--- src/rtl/vga_pkg.sv ---
// Shared VGA scanout definitions: default 640x480@60 geometry, coordinate and
// pixel types, and the VRAM address packing used by both read and write paths.
package vga_pkg;

    localparam int unsigned COORD_W = 10;
    localparam int unsigned PIX_W   = 8;
    localparam int unsigned ADDR_W  = 2 * COORD_W;

    localparam int unsigned CLK_DIV_DEF  = 4;
    localparam int unsigned H_ACTIVE_DEF = 640;
    localparam int unsigned H_FP_DEF     = 16;
    localparam int unsigned H_SYNC_DEF   = 96;
    localparam int unsigned H_BP_DEF     = 48;
    localparam int unsigned V_ACTIVE_DEF = 480;
    localparam int unsigned V_FP_DEF     = 10;
    localparam int unsigned V_SYNC_DEF   = 2;
    localparam int unsigned V_BP_DEF     = 33;

    localparam int unsigned H_TOTAL_DEF      = H_ACTIVE_DEF + H_FP_DEF + H_SYNC_DEF + H_BP_DEF;
    localparam int unsigned V_TOTAL_DEF      = V_ACTIVE_DEF + V_FP_DEF + V_SYNC_DEF + V_BP_DEF;
    localparam int unsigned H_SYNC_START_DEF = H_ACTIVE_DEF + H_FP_DEF;
    localparam int unsigned H_SYNC_END_DEF   = H_SYNC_START_DEF + H_SYNC_DEF - 1;
    localparam int unsigned V_SYNC_START_DEF = V_ACTIVE_DEF + V_FP_DEF;
    localparam int unsigned V_SYNC_END_DEF   = V_SYNC_START_DEF + V_SYNC_DEF - 1;

    typedef logic [COORD_W-1:0] coord_t;
    typedef logic [PIX_W-1:0]   rgb332_t;

    typedef struct packed {
        coord_t y;
        coord_t x;
    } vram_addr_t;

    // Row-major {y, x} packing, identical on the GPU write side.
    function automatic vram_addr_t pack_addr(input coord_t y, input coord_t x);
        return vram_addr_t'({y, x});
    endfunction

endpackage

--- src/rtl/vga_scanout_if.sv ---
// VRAM read port between the scanout engine (master) and the shared VRAM (slave).
interface vga_scanout_if;
    import vga_pkg::*;

    vram_addr_t vram_rd_addr;
    logic       vram_rd_en;
    rgb332_t    vram_rd_data;

    modport master (
        output vram_rd_addr,
        output vram_rd_en,
        input  vram_rd_data
    );

    modport slave (
        input  vram_rd_addr,
        input  vram_rd_en,
        output vram_rd_data
    );

endinterface

--- src/rtl/vga_timing.sv ---
// Pixel-clock divider plus horizontal/vertical raster counters and their
// active-area and sync-window decodes.
module vga_timing
    import vga_pkg::*;
#(
    parameter int unsigned CLK_DIV      = CLK_DIV_DEF,
    parameter int unsigned H_ACTIVE     = H_ACTIVE_DEF,
    parameter int unsigned H_TOTAL      = H_TOTAL_DEF,
    parameter int unsigned H_SYNC_START = H_SYNC_START_DEF,
    parameter int unsigned H_SYNC_END   = H_SYNC_END_DEF,
    parameter int unsigned V_ACTIVE     = V_ACTIVE_DEF,
    parameter int unsigned V_TOTAL      = V_TOTAL_DEF,
    parameter int unsigned V_SYNC_START = V_SYNC_START_DEF,
    parameter int unsigned V_SYNC_END   = V_SYNC_END_DEF
) (
    input  logic   clk,
    input  logic   rst_n,
    input  logic   en,
    output coord_t h,
    output coord_t v,
    output logic   tick_c,
    output logic   pix_start_c,
    output logic   active_c,
    output logic   hsync_win_c,
    output logic   vsync_win_c
);

    coord_t div;

    assign tick_c      = (div == COORD_W'(CLK_DIV - 1));
    assign pix_start_c = (div == '0);
    assign active_c    = (h < COORD_W'(H_ACTIVE)) && (v < COORD_W'(V_ACTIVE));
    assign hsync_win_c = (h >= COORD_W'(H_SYNC_START)) && (h <= COORD_W'(H_SYNC_END));
    assign vsync_win_c = (v >= COORD_W'(V_SYNC_START)) && (v <= COORD_W'(V_SYNC_END));

    // Disabling restarts the raster at (0,0); a partial frame is never resumed.
    always_ff @(posedge clk) begin
        if (!rst_n || !en) begin
            div <= '0;
            h   <= '0;
            v   <= '0;
        end else if (tick_c) begin
            div <= '0;
            if (h == COORD_W'(H_TOTAL - 1)) begin
                h <= '0;
                v <= (v == COORD_W'(V_TOTAL - 1)) ? '0 : v + COORD_W'(1);
            end else begin
                h <= h + COORD_W'(1);
            end
        end else begin
            div <= div + COORD_W'(1);
        end
    end

endmodule

--- src/rtl/vga_scanout.sv ---
// VGA scanout: fetches one VRAM pixel per active position and presents
// registered colour, syncs, data-enable and frame marker on the pixel tick.
module vga_scanout
    import vga_pkg::*;
#(
    parameter int unsigned CLK_DIV   = CLK_DIV_DEF,
    parameter int unsigned H_ACTIVE  = H_ACTIVE_DEF,
    parameter int unsigned H_FP      = H_FP_DEF,
    parameter int unsigned H_SYNC    = H_SYNC_DEF,
    parameter int unsigned H_BP      = H_BP_DEF,
    parameter int unsigned V_ACTIVE  = V_ACTIVE_DEF,
    parameter int unsigned V_FP      = V_FP_DEF,
    parameter int unsigned V_SYNC    = V_SYNC_DEF,
    parameter int unsigned V_BP      = V_BP_DEF,
    parameter logic        HSYNC_POL = 1'b0,
    parameter logic        VSYNC_POL = 1'b0
) (
    input  logic                 clk,
    input  logic                 rst_n,
    input  logic                 en,
    vga_scanout_if.master        vram,
    output logic                 vga_hsync,
    output logic                 vga_vsync,
    output logic                 vga_de,
    output rgb332_t              vga_rgb,
    output logic                 frame_start
);

    localparam int unsigned H_TOTAL      = H_ACTIVE + H_FP + H_SYNC + H_BP;
    localparam int unsigned V_TOTAL      = V_ACTIVE + V_FP + V_SYNC + V_BP;
    localparam int unsigned H_SYNC_START = H_ACTIVE + H_FP;
    localparam int unsigned H_SYNC_END   = H_SYNC_START + H_SYNC - 1;
    localparam int unsigned V_SYNC_START = V_ACTIVE + V_FP;
    localparam int unsigned V_SYNC_END   = V_SYNC_START + V_SYNC - 1;

    coord_t h;
    coord_t v;
    logic   tick_c;
    logic   pix_start_c;
    logic   active_c;
    logic   hsync_win_c;
    logic   vsync_win_c;

    vga_timing #(
        .CLK_DIV      (CLK_DIV),
        .H_ACTIVE     (H_ACTIVE),
        .H_TOTAL      (H_TOTAL),
        .H_SYNC_START (H_SYNC_START),
        .H_SYNC_END   (H_SYNC_END),
        .V_ACTIVE     (V_ACTIVE),
        .V_TOTAL      (V_TOTAL),
        .V_SYNC_START (V_SYNC_START),
        .V_SYNC_END   (V_SYNC_END)
    ) u_timing (
        .clk         (clk),
        .rst_n       (rst_n),
        .en          (en),
        .h           (h),
        .v           (v),
        .tick_c      (tick_c),
        .pix_start_c (pix_start_c),
        .active_c    (active_c),
        .hsync_win_c (hsync_win_c),
        .vsync_win_c (vsync_win_c)
    );

    // Read on the first clk of each pixel so data settles before the capturing tick.
    assign vram.vram_rd_en   = en && active_c && pix_start_c;
    assign vram.vram_rd_addr = active_c ? pack_addr(v, h) : '0;

    // Output stage lags the counters by one pixel tick.
    always_ff @(posedge clk) begin
        if (!rst_n || !en) begin
            vga_hsync   <= ~HSYNC_POL;
            vga_vsync   <= ~VSYNC_POL;
            vga_de      <= 1'b0;
            vga_rgb     <= '0;
            frame_start <= 1'b0;
        end else begin
            frame_start <= tick_c && (h == '0) && (v == '0);
            if (tick_c) begin
                vga_de    <= active_c;
                vga_rgb   <= active_c ? vram.vram_rd_data : '0;
                vga_hsync <= hsync_win_c ? HSYNC_POL : ~HSYNC_POL;
                vga_vsync <= vsync_win_c ? VSYNC_POL : ~VSYNC_POL;
            end
        end
    end

endmodule

--- src/flat_wrapper.sv ---
// flat-port wrapper written by rule: the top's interface ports become plain ports
module vga_scanout_flat import vga_pkg::*;
#(
    parameter int unsigned CLK_DIV   = CLK_DIV_DEF,
    parameter int unsigned H_ACTIVE  = H_ACTIVE_DEF,
    parameter int unsigned H_FP      = H_FP_DEF,
    parameter int unsigned H_SYNC    = H_SYNC_DEF,
    parameter int unsigned H_BP      = H_BP_DEF,
    parameter int unsigned V_ACTIVE  = V_ACTIVE_DEF,
    parameter int unsigned V_FP      = V_FP_DEF,
    parameter int unsigned V_SYNC    = V_SYNC_DEF,
    parameter int unsigned V_BP      = V_BP_DEF,
    parameter logic        HSYNC_POL = 1'b0,
    parameter logic        VSYNC_POL = 1'b0
)
  (clk, rst_n, en, vga_hsync, vga_vsync, vga_de, vga_rgb, frame_start, vram_vram_rd_addr, vram_vram_rd_en, vram_vram_rd_data);
  vga_scanout_if vram_i ();
  input  logic clk;
  input  logic rst_n;
  input  logic en;
  output logic vga_hsync;
  output logic vga_vsync;
  output logic vga_de;
  output rgb332_t vga_rgb;
  output logic frame_start;
  output wire logic [$bits(vram_i.vram_rd_addr)-1:0] vram_vram_rd_addr;
  output wire logic [$bits(vram_i.vram_rd_en)-1:0] vram_vram_rd_en;
  input wire logic [$bits(vram_i.vram_rd_data)-1:0] vram_vram_rd_data;
  assign vram_vram_rd_addr = vram_i.vram_rd_addr;
  assign vram_vram_rd_en = vram_i.vram_rd_en;
  assign vram_i.vram_rd_data = vram_vram_rd_data;
  vga_scanout #(.CLK_DIV(CLK_DIV), .H_ACTIVE(H_ACTIVE), .H_FP(H_FP), .H_SYNC(H_SYNC), .H_BP(H_BP), .V_ACTIVE(V_ACTIVE), .V_FP(V_FP), .V_SYNC(V_SYNC), .V_BP(V_BP), .HSYNC_POL(HSYNC_POL), .VSYNC_POL(VSYNC_POL)) u_core (.clk(clk), .rst_n(rst_n), .en(en), .vram(vram_i), .vga_hsync(vga_hsync), .vga_vsync(vga_vsync), .vga_de(vga_de), .vga_rgb(vga_rgb), .frame_start(frame_start));
endmodule
--- config.mk ---
export PLATFORM = sky130hd
export DESIGN_NAME = vga_scanout_flat
export DESIGN_NICKNAME = d
export VERILOG_FILES = /design/src/rtl/vga_pkg.sv /design/src/rtl/vga_scanout_if.sv /design/src/rtl/vga_timing.sv /design/src/rtl/vga_scanout.sv /design/src/flat_wrapper.sv
export SDC_FILE = /design/constraint.sdc
export NUM_CORES = 1
export LEC_CHECK = 0
export CELL_PAD_IN_SITES_DETAIL_PLACEMENT = 1
export CELL_PAD_IN_SITES_GLOBAL_PLACEMENT = 2
export CORE_MARGIN = 2
export CORE_UTILIZATION = 27
export CTS_CLUSTER_SIZE = 14
export DETAILED_ROUTE_END_ITERATION = 12
export PLACE_DENSITY = 0.85
export SLEW_MARGIN = 20
export SYNTH_ARGS = -nofsm -noshare
export SYNTH_HDL_FRONTEND = slang
export SYNTH_HIERARCHICAL = 1
export SYNTH_SLANG_ARGS = --single-unit
export TNS_END_PERCENT = 50
--- constraint.sdc ---
create_clock -name clk -period 2 [get_ports clk]
set_clock_uncertainty 0.1 [all_clocks]
set_input_delay 0.6 -clock clk [delete_from_list [all_inputs] [get_ports clk]]
set_output_delay 0.6 -clock clk [all_outputs]
set_load 0.05 [all_outputs]
Word level (Yosys, flattened, before mapping)
Cells that the tools add are included.
- input bits: 11
- memory bits (writable): 0
- flip-flop bits (word level): 42
- word-level logic and storage cells: 41
- bits in latches: 0
- memories kept: 0
- ROM bits: 0
- add/sub/neg operators: 3
- mux-type cells: 6
- div/mod/pow operators: 0
- bitwise gates (word level): 0
- reductions and logical operators: 15
- eq/ne operators: 3
- multiply operators: 0
- $lt $le $gt $ge: 6
- shift operators: 0
- operators with widths (cell ; number):
    adder 10 x 1 -> 10 bit (second input constant) ; 3
    zero test 10 bit ; 3
    == test 10 bit (second input constant) ; 2
    two-way mux 10 bit ; 2
    two-way mux 20 bit ; 1
    == test 10 x 2 -> 1 bit (second input constant) ; 1
    >= comparator 10 bit (second input constant) ; 1
    >= comparator 10 x 9 -> 1 bit (second input constant) ; 1
    <= comparator 10 bit (second input constant) ; 1
    <= comparator 10 x 9 -> 1 bit (second input constant) ; 1
    < comparator 10 bit (second input constant) ; 1
    < comparator 10 x 9 -> 1 bit (second input constant) ; 1
    two-way mux 8 bit ; 1
    logical AND 1 bit ; 7
    zero test 1 bit ; 2
    two-way mux 1 bit ; 2
    AND reduction 2 bit ; 1
    OR reduction 2 bit ; 1
    logical OR 1 bit ; 1

Logic depth before layout (Yosys ltp)
Gate-level depths: netlist (run 1).
- depth in word-level cells: 4
- depth in mapped cells: 8

Hierarchy
The synthesis (run 1) kept the hierarchy.
- modules (own cells, without submodules) (module ; times used ; area an instance (um2) ; cells each ; sequential area each (um2)):
    vga_timing ; 1 ; 1604.0 ; 194 ; 600.6
    vga_scanout ; 1 ; 594.3 ; 71 ; 240.2

Worst setup path before layout (run 1)
Ideal clock, no wire load.
- path type: flip-flop to output port
- from: register u_core.u_timing.v[6]
- to: output port vram_vram_rd_addr[0]
- data required time: 1.300 ns
- arrival time: 1.473 ns
- cell stages (with the launch flop): 5
- slack: -0.173 ns
- buffers on the path: 1
- cell sequence: dfxtp_1 and4_1 nor3_1 clkbuf_1 and2_1
- word-level cells in the longest chain between the ends: 3
- RTL lines (what ; RTL line ; source):
    from (decl) ; vga_timing.sv:20 ; output coord_t v,
    from (signal assigned) ; vga_timing.sv:46 ; v <= (v == COORD_W'(V_TOTAL - 1)) ? '0 : v + COORD_W'(1);
    < comparator 10 x 9 -> 1 bit ; vga_timing.sv:32 ; assign active_c = (h < COORD_W'(H_ACTIVE)) && (v < COORD_W'(V_ACTIVE));
    logical AND 1 bit ; vga_timing.sv:32 ;
    via u_core.active_c ; vga_scanout.sv:40 ; logic active_c;
    two-way mux 20 bit ; vga_scanout.sv:69 ; assign vram.vram_rd_addr = active_c ? pack_addr(v, h) : '0;
    to (decl) ; flat_wrapper.sv:26 ; output wire logic [$bits(vram_i.vram_rd_addr)-1:0] vram_vram_rd_addr;
The timed path passes the listed nets, and every way through them passes these cells.

Worst setup path in the final report (run 1)
- from: register u_core.u_timing.v[5]
- to: output port vram_vram_rd_en
- word-level cells in the longest chain between the ends: 4
- RTL lines (what ; RTL line ; source):
    < comparator 10 x 9 -> 1 bit ; vga_timing.sv:32 ;
    logical AND 1 bit ; vga_timing.sv:32 ;
    via u_core.active_c ; vga_scanout.sv:40 ;
    logical AND 1 bit (2 in a row) ; vga_scanout.sv:68 ; assign vram.vram_rd_en = en && active_c && pix_start_c;
    to (decl) ; flat_wrapper.sv:27 ; output wire logic [$bits(vram_i.vram_rd_en)-1:0] vram_vram_rd_en;
The timed path passes the listed nets, and every way through them passes these cells.

==> results of run 1 <==
-- cells in the mapped netlist (all sizes together) (8+ instances only) --
cell type / count
dfxtp: 42
and2: 23
nor2: 21
nand2: 20
nand3: 17
a21oi: 13
inv: 12
or3: 12
nand4: 11
o21ai: 11
a22oi: 8
-- layer usage --
layer	GRT usage, %	wire [µm]	vias to the layer above
met5	0	0	-
met4	7.005	203	0
met3	3.531	323	19
met2	30.42	3574	64
met1	20.19	3176	1145
li1	-	-	1137
-- state kept, by name, summed over array words and instances (netlist names) --
signal,flops
u_core/vga_de,1
u_core/vga_hsync,1
u_core/u_timing/v,10
u_core/vga_vsync,1
u_core/frame_start,1
u_core/u_timing/h,10
u_core/u_timing/div,10
u_core/vga_rgb,8
-- logic make-up (layout without fill, tap and decap cells) --
kind of cell,count (synthesis),count (layout),share of synthesized area [%]
and+or+nand+nor,136,136,36.71
AOI/OAI and AO/OA,50,50,14.12
DFF,42,42,38.25
buffers and inverters,22,112,3.927
xor gates and xnor gates,9,9,3.586
adders and majority gates,6,6,3.415
-- worst min path at each step --
stage / cells after the start / to
global placement: 2 / u_core/vga_de
detailed placement: 2 / u_core/vga_de
finish: 2 / u_core/vga_de
floorplan: 1 / u_core/u_timing/div[0]
CTS: 2 / u_core/vga_de
global route: 2 / u_core/vga_hsync
-- cell type report --
class                      count  area share [%]
sequential                    42           24.31
tap                          102           3.647
inverter                      13           1.502
multi-input combinational    201           38.29
clock inverter                 2           1.716
timing repair buffer          91           28.17
clock buffer                   6           2.360
-- power by group --
group | leakage [nW] | switching (mW) | internal, mW | total (mW)
registers | 0.342 | 0.00208 | 0.836 | 0.838
logic | 0.889 | 0.0447 | 0.0464 | 0.0911
clock network | 0.0714 | 0.305 | 0.533 | 0.838
total | 1.30 | 0.352 | 1.42 | 1.77
-- repair_timing --
action	in CTS	in global routing
hold endpoints to repair	0	0
pin swaps	2	2
setup endpoints to repair	21	38
buffers inserted	4	1
hold buffers	0	0
gates cloned	2	0
gates resized for setup	30	11
-- critical path, cell delays in order (launching register included) --
cell     delay [ns]
dfxtp_2        0.33
and4_4         0.21
nor3_4         0.19
buf_6          0.14
buf_6          0.12
and3_4         0.18
buf_12         0.13
==> flow_metrics.env, run 1 <==
export IMPL_setup_viol=21
export IMPL_cts_tree="built"
export IMPL_tns_ns=-5.689
export IMPL_ant_nets=0
export IMPL_slew_headroom_pct=72.54
export IMPL_avgSynthCellArea_um2=8.296
export IMPL_synth_top_area_share_pct=38.25
export IMPL_clockRootBuffer="clkbuf_8"
export IMPL_ioPinCount=44
export IMPL_port_buffers=43
export IMPL_vias=2365
export IMPL_multi_input_area_mm2=0.001340
export IMPL_final_seq_area_um2=850.8
export IMPL_final_common_cell="buf_4"
export IMPL_gr_total_overflow=0
export IMPL_synth_largest_area_cell="dfxtp_1"
export IMPL_worstHoldStart="u_core/vga_de"
export IMPL_synthesis_nets=282
export IMPL_stdcell_count=457
export IMPL_worstMarginPinSlew_ns=0.4092
export IMPL_violations="negative setup slack"
export IMPL_start_util_pct=28.16
export IMPL_p_total_mw=1.767
export IMPL_drc=0
export IMPL_synth_edff_count=0
export IMPL_rsz0062_at_grt="true"
export IMPL_viasPerCell=5.175
export IMPL_r2r_cells=6
export IMPL_worstSetupStartpointType="flop"
export IMPL_diodes=0
export IMPL_wl_per_cell_um=15.92
export IMPL_crit_type="flop to output pin"
export IMPL_drt_iter0_drc=52
export IMPL_die_h_um=94.24
export IMPL_grt_pass1_wl_mm=12.19
export IMPL_fin_crit_sh_pct=114.8
export IMPL_netlist_area_mm2=0.002198
export IMPL_post_route_util_pct=44.82
export IMPL_layout_common_cells="buf_4, dfxtp_1, buf_12, nor2_1, nand2_1"
export IMPL_dieArea_mm2=0.008880
export IMPL_grt_max_degree=14
export IMPL_clock_path_buffers=2
export IMPL_period_needed_ns=2.297
export IMPL_slew_violations=0
export IMPL_cts_made_buffers=5
export IMPL_first_pass_iters=4
export IMPL_dpl_cell_area_mm2=0.003243
export IMPL_grt_pass1_vias=2561
export IMPL_worst_hold_path_type="flop to flop"
export IMPL_die_x_um=94.24
export IMPL_peakVddDrop_uv=265.2
export IMPL_p_leak_nw=1.302
export IMPL_gp_congestion=0.8072
export IMPL_cts_sinks=42
export IMPL_crit_end="vram_vram_rd_en"
export IMPL_grt_use_total_pct=17.22
export IMPL_stdcell_area_mm2=0.003500
export IMPL_ys_warn_count=6
export IMPL_hold_violations=0
export IMPL_antenna_found_initial=0
export IMPL_fmax_mhz=435.4
export IMPL_clk_latency_ns=0.30
export IMPL_clkTransAtPathRegs_ns=0.08
export IMPL_place_inst=443
export IMPL_hpwl_mm=5.423
export IMPL_rows=32
export IMPL_htreeDepth=2
export IMPL_synthFlopType="dfxtp_1"
export IMPL_arrival_ns=1.60
export IMPL_setup_ws_ns=-0.2965
export IMPL_fillers=899
export IMPL_synthCells=265
export IMPL_drt_total_wl_mm=7.277
export IMPL_maxCapViolations=0
export IMPL_core_area_mm2=0.007807
export IMPL_worstPathRequired_ns=1.30
export IMPL_drive_gt1_share_pct=36.62
export IMPL_status="complete, but fails checks"
export IMPL_p_per_area_mw_per_mm2=504.9
export IMPL_worst_hold_slack_ns=0.3976
export IMPL_r2r_start="u_core/u_timing/div[6]"
export IMPL_area_growth_pct=59.19
export IMPL_ys_ff_latch=42
export IMPL_ys_top_cells_by_area="dfxtp_1, and2_1, nand3_1"
export IMPL_async_flop_share_pct=0
export IMPL_pre_cts_ws_ns=-0.1217
export IMPL_num_nets_final=371
export IMPL_worstPathMaxFanout=5
export IMPL_yosysSeqAreaShare_pct=38.25
export IMPL_r2r_end="u_core/u_timing/v[6]"
export IMPL_yosysUniqueCellTypes=39
export IMPL_endpoint_kind="output pin"
export IMPL_r2r_setup_slack_ns=0.06
export IMPL_crit_start="u_core/u_timing/v[5]"
(Power assumes the default switching activity.)
==> run 2: changes to the inputs <==
Settings changed: CORE_MARGIN 2 to not set, GPL_TIMING_DRIVEN set to 0.
==> flow_metrics.env, run 2 (synthesis gave the netlist of run 1 again) <==
export IMPL_status="complete, but fails checks"
export IMPL_violations="negative setup slack"
export IMPL_p_per_area_mw_per_mm2=447.0
export IMPL_wl_per_cell_um=16.86
export IMPL_die_h_um=92.24
export IMPL_hold_violations=0
export IMPL_layout_common_cells="dfxtp_1, buf_8, nor2_1, and2_4, buf_4"
export IMPL_num_nets_final=356
export IMPL_maxCapViolations=0
export IMPL_worstPathRequired_ns=1.30
export IMPL_die_x_um=92.24
export IMPL_fmax_mhz=424.0
export IMPL_htreeDepth=2
export IMPL_tns_ns=-7.014
export IMPL_viasPerCell=5.206
export IMPL_period_needed_ns=2.358
export IMPL_largestRegisters="u_core/u_timing/div (10), u_core/u_timing/h (10), u_core/u_timing/v (10)"
export IMPL_power_frac_seq_pct=55.9
export IMPL_slew_violations=0
export IMPL_cts_sinks=42
export IMPL_crit_start="u_core/u_timing/v[6]"
export IMPL_drt_iter0_drc=93
export IMPL_place_inst=410
export IMPL_clkTransAtPathRegs_ns=0.08
export IMPL_endpoint_kind="output pin"
export IMPL_setup_ws_ns=-0.3584
export IMPL_worstPathMaxFanout=5
export IMPL_stdcell_count=442
export IMPL_dpl_cell_area_mm2=0.002780
export IMPL_gr_total_overflow=0
export IMPL_first_pass_iters=4
export IMPL_vias=2301
export IMPL_clk_latency_ns=0.30
export IMPL_rsz0062_at_grt="true"
export IMPL_clock_path_buffers=2
export IMPL_r2r_start="u_core/u_timing/h[7]"
export IMPL_drive_gt1_share_pct=30.88
export IMPL_area_growth_pct=51.34
export IMPL_hpwl_mm=4.610
export IMPL_ant_nets=0
export IMPL_setup_viol=21
export IMPL_grt_max_degree=13
export IMPL_worstHoldStart="u_core/u_timing/div[0]"
export IMPL_ioPinCount=44
export IMPL_grt_use_total_pct=17.33
export IMPL_antenna_found_initial=0
export IMPL_diodes=0
export IMPL_worst_hold_path_type="flop to flop"
export IMPL_core_area_mm2=0.007807
export IMPL_slowest_stage="dfxtp_4"
export IMPL_arrival_ns=1.66
export IMPL_crit_path_max_incr_delay_ns=0.36
export IMPL_grt_pass1_wl_mm=11.65
export IMPL_gr_usage_met1_pct=22.67
export IMPL_crit_type="flop to output pin"
export IMPL_fin_crit_sh_pct=117.9
export IMPL_cts_made_buffers=5
export IMPL_drc=0
export IMPL_port_buffers=43
export IMPL_clockRootBuffer="clkbuf_8"
export IMPL_p_leak_nw=1.216
export IMPL_use_met2_pct=28.73
export IMPL_pre_cts_ws_ns=-1.207
export IMPL_start_util_pct=28.16
export IMPL_rows=32
export IMPL_dieArea_mm2=0.008507
export IMPL_stdcell_area_mm2=0.003327
export IMPL_switching_power_mw=0.3447
export IMPL_worstMarginPinSlew_ns=0.5109
export IMPL_final_common_cell="dfxtp_1"
export IMPL_grtUsageMet3_pct=2.570
export IMPL_worstSetupStartpointType="flop"
export IMPL_busiest_layer="met2"
export IMPL_gp_congestion=0.8204
export IMPL_internal_power_mw=1.142
export IMPL_drt_total_wl_mm=7.454
export IMPL_cts_tree="built"
export IMPL_pwr_share_comb_pct=5.2
export IMPL_cp_cell_sequence="and4_4 > nor3_4 > buf_6 > clkbuf_16 > and2_4 > buf_8"
export IMPL_clkPwrFrac_pct=38.9
export IMPL_slew_headroom_pct=65.46
export IMPL_switching_share_pct=23.18
export IMPL_grt_pass1_vias=2328
export IMPL_peakVddDrop_uv=194.2
## run 2: repair_timing
item	in CTS	in global routing
endpoints found under the setup margin	71	37
pin swaps	9	5
setup buffers	18	6
resized for setup	219	32
hold buffers	0	0
gates cloned	1	1
## run 2: path summary, 6_finish.rpt
path | endpoint | slack [ns] | cells after the start
setup / recovery | vram_vram_rd_addr[11] | -0.36 | 6
hold / removal | u_core/u_timing/div[0] | 0.38 | 1
setup reg to reg | u_core/u_timing/v[8] | 0.01 | 6
hold reg to reg | u_core/u_timing/div[0] | 0.38 | 1
## run 2: final cells by class
type / count / area (µm²)
fillers: 912 / 4481
clock buffers: 7 / 86.33
plain buffers: 9 / 75.07
well taps: 102 / 127.6
clock inverters: 1 / 5.005
repair buffers: 67 / 744.5
multi-input cells: 201 / 1358
inverters: 13 / 57.56
flip-flops and latches: 42 / 873.3
## run 2: power by group through the flow
stage	clock network (mW)	registers, mW	logic (mW)
6_report	0.578	0.831	0.0780
5_1_grt	0.639	0.832	0.0844
4_1_cts	0.598	0.832	0.0739
3_5_place_dp	0	0.860	0.0692
3_3_place_gp	0	0.860	0.0685
2_1_floorplan	0	0.862	0.0296
## run 2: worst max-delay path, delay by kind of cell, from the launching register on
kind	cells	cell delay, ns
buf+inv	3	0.43
flops	1	0.36
simple gates	3	0.56
## run 2: metal layers
metal / up-vias / part of all wire [%]
met5: - / 0
met4: 0 / 1.6
met3: 13 / 4.5
met2: 65 / 47
met1: 1112 / 47
li1: 1111 / -
## run 2: metrics by stage
step                      power, mW  utilization, %  hold WS [ns]
after detailed placement     0.9296           35.61        0.3666
final                         1.487           42.61        0.3807
after global routing          1.555           42.61        0.4071
after floorplan              0.8914               -        0.3418
after global placement       0.9290           35.61        0.3588
after CTS                     1.504           40.72        0.3857
==> run 3: changes to the inputs <==
==> constraint.sdc (replaced) <==
create_clock -name clk -period 2 [get_ports clk]
set_clock_uncertainty 0.1 [all_clocks]
set_input_delay 0.6 -clock clk [delete_from_list [all_inputs] [get_ports clk]]
set_output_delay 0.6 -clock clk [all_outputs]
set_load 0.1 [all_outputs]
==> flow_metrics.env, run 3 (synthesis gave the netlist of run 1 again) <==
export IMPL_critical_path_top_delay_family="simple AND/OR/NAND/NOR gates"
export IMPL_stdcell_count=447
export IMPL_maxCapViolations=0
export IMPL_clkTransAtPathRegs_ns=0.09
export IMPL_fmax_mhz=425.1
export IMPL_slowest_stage="dfxtp_4"
export IMPL_slew_violations=0
export IMPL_cts_tree="built"
export IMPL_pre_cts_ws_ns=-1.266
export IMPL_layout_common_cells="dfxtp_1, buf_4, buf_12, nor2_1, and2_4"
export IMPL_first_pass_iters=4
export IMPL_period_needed_ns=2.352
export IMPL_multi_input_area_mm2=0.001385
export IMPL_drt_total_wl_mm=7.212
export IMPL_ant_nets=0
export IMPL_drc=0
export IMPL_r2r_cells=8
export IMPL_grt_use_total_pct=16.69
export IMPL_worstSetupStartpointType="flop"
export IMPL_vias=2352
export IMPL_viasPerCell=5.262
export IMPL_endpoint_kind="output pin"
export IMPL_hpwl_mm=4.514
export IMPL_stdcell_area_mm2=0.003503
export IMPL_p_per_area_mw_per_mm2=428.7
export IMPL_dpl_cell_area_mm2=0.002819
export IMPL_gr_total_overflow=0
export IMPL_crit_type="flop to output pin"
export IMPL_p_leak_nw=1.217
export IMPL_hold_violations=0
export IMPL_setup_viol=24
export IMPL_clk_latency_ns=0.30
export IMPL_worstMarginPinSlew_ns=0.5914
export IMPL_htreeDepth=2
export IMPL_start_util_pct=28.16
export IMPL_worst_hold_path_type="flop to flop"
export IMPL_worstPathMaxFanout=7
export IMPL_slew_headroom_pct=60.57
export IMPL_cts_made_buffers=5
export IMPL_port_buffers=43
export IMPL_diodes=0
export IMPL_ioPinCount=44
export IMPL_grt_max_degree=13
export IMPL_cp_cell_sequence="and4_4 > nor3_4 > buf_6 > buf_8 > and2_4 > buf_12"
export IMPL_largestRegisters="u_core/u_timing/div (10), u_core/u_timing/h (10), u_core/u_timing/v (10)"
export IMPL_final_common_cell="dfxtp_1"
export IMPL_fin_crit_sh_pct=117.6
export IMPL_clock_path_buffers=2
export IMPL_drt_iter0_drc=176
export IMPL_num_nets_final=361
export IMPL_violations="negative setup slack"
export IMPL_fillers=891
export IMPL_cts_sinks=42
export IMPL_status="complete, but fails checks"
export IMPL_area_growth_pct=59.36
export IMPL_antenna_found_initial=0
export IMPL_place_inst=410
export IMPL_hold_buffers=0
export IMPL_clockRootBuffer="clkbuf_8"
export IMPL_dieArea_mm2=0.008507
export IMPL_grt_pass1_vias=2210
export IMPL_rsz0062_at_grt="true"
export IMPL_final_seq_area_um2=874.6
export IMPL_rows=32
export IMPL_arrival_ns=1.65
export IMPL_grt_pass1_wl_mm=11.31
export IMPL_drive_gt1_share_pct=37.39
export IMPL_hold_depth=1
export IMPL_path_buf_inv=3
export IMPL_die_h_um=92.24
export IMPL_gp_congestion=0.7709
export IMPL_core_area_mm2=0.007807
export IMPL_setup_ws_ns=-0.3523
export IMPL_p_total_mw=1.502
export IMPL_crit_cells=6
export IMPL_peakVddDrop_uv=202.8
export IMPL_wl_per_cell_um=16.13
export IMPL_die_x_um=92.24
export IMPL_crit_path_max_incr_delay_ns=0.37
export IMPL_worstPathRequired_ns=1.30
## run 3: cell count changes in the layout (fill, tap and decap cells not counted), sizes merged
cell	change
clkbuf	+1
clkinv	-1
inv	+1
clkdlybuf4s15	+12
buf	+4
dlygate4sd2	-12
## run 3: per-layer routing
layer	GRT usage [%]	vias to the layer above	part of all wire [%]
li1	-	1125	-
met3	2.405	14	3.1
met5	0	-	0
met4	4.818	0	2.0
met2	29.35	64	51
met1	21.02	1149	44
## run 3: where the power goes
| group | internal (mW) | switching (mW) | total [mW] |
|---|---|---|---|
| registers | 0.828 | 0.00302 | 0.831 |
| clock network | 0.279 | 0.301 | 0.580 |
| logic | 0.0380 | 0.0525 | 0.0905 |
## run 3: final timing paths
kind / end / start / slack [ns]
worst max register to register: u_core/u_timing/v[3] / u_core/u_timing/v[0] / -0.03
worst min register to register: u_core/u_timing/div[0] / u_core/u_timing/div[0] / 0.39
worst max-delay path: vram_vram_rd_addr[14] / u_core/u_timing/v[7] / -0.35
worst min-delay path: u_core/u_timing/div[0] / u_core/u_timing/div[0] / 0.39
## run 3: cell type report
class | instances | area share, %
multi-input combinational | 201 | 39.54
timing repair buffer | 72 | 25.54
sequential | 42 | 24.96
tap | 102 | 3.643
clock buffer | 7 | 2.464
buffer | 9 | 2.143
inverter | 13 | 1.571
clock inverter | 1 | 0.1429
## run 3: stage by stage
step | utilization [%] | setup TNS, ns | hold WS, ns
2_1_floorplan | - | -0.07834 | 0.3418
3_3_place_gp | 36.11 | -37.24 | 0.3618
3_5_place_dp | 36.11 | -38.19 | 0.3743
4_1_cts | 42.18 | -7.408 | 0.3953
5_1_grt | 44.87 | -8.947 | 0.4408
6_report | 44.87 | -7.201 | 0.3926
## run 3: timing repair
action,in CTS,in global routing
pin swaps,10,12
setup buffers,9,18
gates resized for setup,256,24
setup endpoints to repair,68,56
cloned,2,0
